### config.mk
export PLATFORM = sky130hd
export DESIGN_NAME = updown_counter_bounded
export DESIGN_NICKNAME = d
export VERILOG_FILES = /design/src/rtl/updown_counter_bounded.sv
export SDC_FILE = /design/constraint.sdc
export NUM_CORES = 1
export LEC_CHECK = 0
export CAP_MARGIN = 25
export CORE_ASPECT_RATIO = 1.4
export CORE_MARGIN = 2
export CORE_UTILIZATION = 46
export CTS_CLUSTER_SIZE = 30
export DETAILED_ROUTE_END_ITERATION = 8
export PLACE_DENSITY = 0.8
export SYNTH_ARGS = -nofsm -noshare
export SYNTH_HDL_FRONTEND = slang
export SYNTH_SLANG_ARGS = --single-unit
### constraint.sdc
create_clock -name Clk -period 4.8 [get_ports Clk]
set_input_delay 0.96 -clock Clk [delete_from_list [all_inputs] [get_ports Clk]]
set_output_delay 0.96 -clock Clk [all_outputs]
set_load 0.02 [all_outputs]
### src/rtl/updown_counter_bounded.sv
// rtl/updown_counter_bounded.sv - bounded up/down counter with wrap/saturate mode, carry/borrow pulses and sticky error flags (optional parallel load: UDC_LOAD_EN)
module updown_counter_bounded #(
    parameter int BUSWIDTH = 10,
    parameter int MAXCOUNT = 1023,
    parameter bit WRAP     = 1'b0
) (
    input  logic                Clk,
    input  logic                Rst,
    input  logic                En,
    input  logic                D,
    input  logic                ErrClr,
`ifdef UDC_LOAD_EN
    input  logic                Load,
    input  logic [BUSWIDTH-1:0] LoadVal,
`endif
    output logic [BUSWIDTH-1:0] Out,
    output logic                AtMax,
    output logic                AtMin,
    output logic                Cout,
    output logic                Bout,
    output logic                OvfErr,
    output logic                UnfErr
);

    localparam logic [BUSWIDTH-1:0] MAX_VAL = BUSWIDTH'(MAXCOUNT);
    localparam logic [BUSWIDTH-1:0] ONE     = BUSWIDTH'(1);

    logic [BUSWIDTH-1:0] out_q, out_d;
    logic                cout_q, cout_d;
    logic                bout_q, bout_d;
    logic                ovf_q, ovf_d;
    logic                unf_q, unf_d;
    logic                at_max, at_min;

    assign at_max = (out_q == MAX_VAL);
    assign at_min = (out_q == '0);

    // Next-state: load beats a count step; a set event beats ErrClr on the sticky flags
    always_comb begin
        out_d  = out_q;
        cout_d = 1'b0;
        bout_d = 1'b0;
        ovf_d  = ovf_q & ~ErrClr;
        unf_d  = unf_q & ~ErrClr;
`ifdef UDC_LOAD_EN
        if (Load) begin
            // Loads above the terminal count are clamped so the range invariant holds
            out_d = (LoadVal > MAX_VAL) ? MAX_VAL : LoadVal;
        end else
`endif
        if (En) begin
            if (D) begin
                if (at_max) begin
                    cout_d = 1'b1;
                    ovf_d  = 1'b1;
                    if (WRAP) begin
                        out_d = '0;
                    end
                end else begin
                    out_d = out_q + ONE;
                end
            end else begin
                if (at_min) begin
                    bout_d = 1'b1;
                    unf_d  = 1'b1;
                    if (WRAP) begin
                        out_d = MAX_VAL;
                    end
                end else begin
                    out_d = out_q - ONE;
                end
            end
        end
    end

    // State register with synchronous reset; reset discards any same-cycle step
    always_ff @(posedge Clk) begin
        if (Rst) begin
            out_q  <= '0;
            cout_q <= 1'b0;
            bout_q <= 1'b0;
            ovf_q  <= 1'b0;
            unf_q  <= 1'b0;
        end else begin
            out_q  <= out_d;
            cout_q <= cout_d;
            bout_q <= bout_d;
            ovf_q  <= ovf_d;
            unf_q  <= unf_d;
        end
    end

    assign Out    = out_q;
    assign AtMax  = at_max;
    assign AtMin  = at_min;
    assign Cout   = cout_q;
    assign Bout   = bout_q;
    assign OvfErr = ovf_q;
    assign UnfErr = unf_q;

endmodule

==> metrics.yaml <==
p_int_uw: 301
root_buffer: "clkbuf_4"
placed_cells: 150
slew_headroom: 0.569
rows: 19
cts.sinks: 14
cp_max_fo: 5
finalCriticalPeriod_ps: 3200
wl_per_cell_um: 14.3
arrival_ps: 2240
synth_flop_cell: "dfxtp_1"
cts.path.max_buffers: 2
power.switching_uw: 191
synthesis.nets: 126
ys_top_cells_by_count: "dfxtp_1, a21oi_1, ha_1, nor2_1, nand2_1"
synth.avg_cell_area_um2: 8.67
clkLatencyLatePin_ps: 280
fmaxAchievable_mhz: 313
yosysSeqAreaShare: 0.289
syn_to_final_growth_pct: 24.7
report.final.setup_viol: 0
synth_edf_count: 0
grt_max_degree: 20
cap_violations: 0
start_kind: "register"
rsz0062_at_grt: "false"
syn-cell-area_um2: 971
comb_power_share: 0.500
start_util: 0.492
io_buffers: 20
grt_pass1_vias: 866
dpl.hpwl_mm: 1.70
antenna_found_initial: 0
fin_cells: 154
crit_type: "reg2out"
post_cts_buffers: 0
swShare: 0.389
synth_top_cell_by_area: "dfxtp_1"
ctsResizeCount: 0
finalHoldViolCount: 0
ys_ff_latch: 14
pin_count: 21
nets: 148
regToRegStartpoint: "Out[5]"
die_x_um: 42.8
powerDensity_mw_per_mm2: 406
ys_top_cells_by_area: "dfxtp_1, ha_1, a21oi_1"
skew_ps: 3.74
grt_overflow: 0
worstPathRequired_ps: 3840
drive_gt1_frac: 0.0677
timing.final.ws_setup_ps: 1600
htree_num_levels: 1
dieArea_mm2: 0.00250
ctsHoldBuffers: 0
cp-end-kind: "output pin"
yosysTopAreaCellShare: 0.289
crit_start: "Out[5]"
die_y_um: 58.4
core_area_mm2: 0.00197
grt_pass1_wl_mm: 3.80
synth_cell_type_count: 39
first_pass_iters: 4
drc: 0
num_antenna_cells: 0
path_clk_slew_ps: 90
status: "completed"
rrSetupSlack_ps: 2700
ys_warn_count: 0
slew_violations: 0
finalCritPeriodShare: 0.666
seq_power_share: 0.325
via_per_inst: 5.90
wl_mm: 2.20
cellLeakagePower_uw: 0.000506
vdd_ir_drop_max_v: 0.000239
syn_inst: 112
hold_class: "reg2reg"
hold_ws_ps: 487
grt_use_total: 0.196
async_flop_share: 0
cts_tree: "yes"
route.antenna.remaining_nets: 0
fin_setup_tns_ps: 0
p_clk_frac: 0.175
power_uw: 492
num_vias: 908
cts_buffers: 3
dp_slack_ps: 1450
min_from: "OvfErr"
synth_most_common_cell: "dfxtp_1"
max_slew.worst_pin.slew_ps: 644
drt-initial-drc-count: 12
gp_congestion: 0.839
-- final cells by class --
class | instances | area (um^2)
fillers | 182 | 762
multi-input cells | 91 | 653
flip-flops and latches | 14 | 280
repair buffers | 20 | 200
clock buffers | 4 | 36.3
well taps | 21 | 26.3
inverters | 4 | 15.0
-- final timing paths --
check,end,cells past startpoint
min,OvfErr,2
max reg2reg,Out[2],5
min reg2reg,OvfErr,2
max,AtMin,3
-- logic make-up after synthesis --
kind of cell	Yosys count	share of synthesized area
AOI/OAI and AO/OA	30	0.215
xor gates and xnor gates	3	0.0271
adders and majority gates	9	0.124
buffers and inverters	7	0.0387
DFF	14	0.289
muxes	2	0.0206
and+or+nand+nor	47	0.286
-- worst max-delay path, cell delays in order (launching register included) --
cell and delay, ps:
dfxtp_1 360, or4_4 560, nor3_1 350, clkdlybuf4s50_1 680
-- state kept, by name (all words and copies together), names as in the netlist --
name    count
UnfErr      1
Cout        1
Bout        1
Out        10
OvfErr      1
-- per-stage QoR --
stage               area, um^2  utilization
global placement          1170        0.595
finish                    1210        0.614
global route              1210        0.614
CTS                       1210        0.614
detailed placement        1170        0.595
floorplan                  971            -
-- placed cells by master (no fill, tap or decap), drive strengths merged, types with 3 or more instances in the layout --
cell           instances
a21o                   4
a21oi                  8
and3                   3
clkbuf                 4
clkdlybuf4s50         20
dfxtp                 14
ha                     8
inv                    4
nand2                  6
nand2b                 3
nand3                  4
nand3b                 3
nor2                   8
nor3                   4
o21a                   4
o41ai                  3
or4                    3
xnor2                  3
-- layer usage --
metal  share of wire  GRT usage  routed length, um  up-vias
met2            0.49      0.312               1070       21
met4           0.033      0.125                 73        0
met1            0.45      0.251                989      413
li1                -          -                  -      465
met5               0          0                  0        -
met3           0.029     0.0184                 64        9
-- power groups by stage --
stage | logic (uW) | registers [uW] | clock network (uW)
2_1_floorplan | 149 | 181 | 0
3_3_place_gp | 240 | 161 | 0
3_5_place_dp | 245 | 162 | 0
4_1_cts | 246 | 159 | 89.1
5_1_grt | 271 | 164 | 93.6
6_report | 246 | 160 | 86.1
No activity file was read; power rests on OpenSTA's default activity.
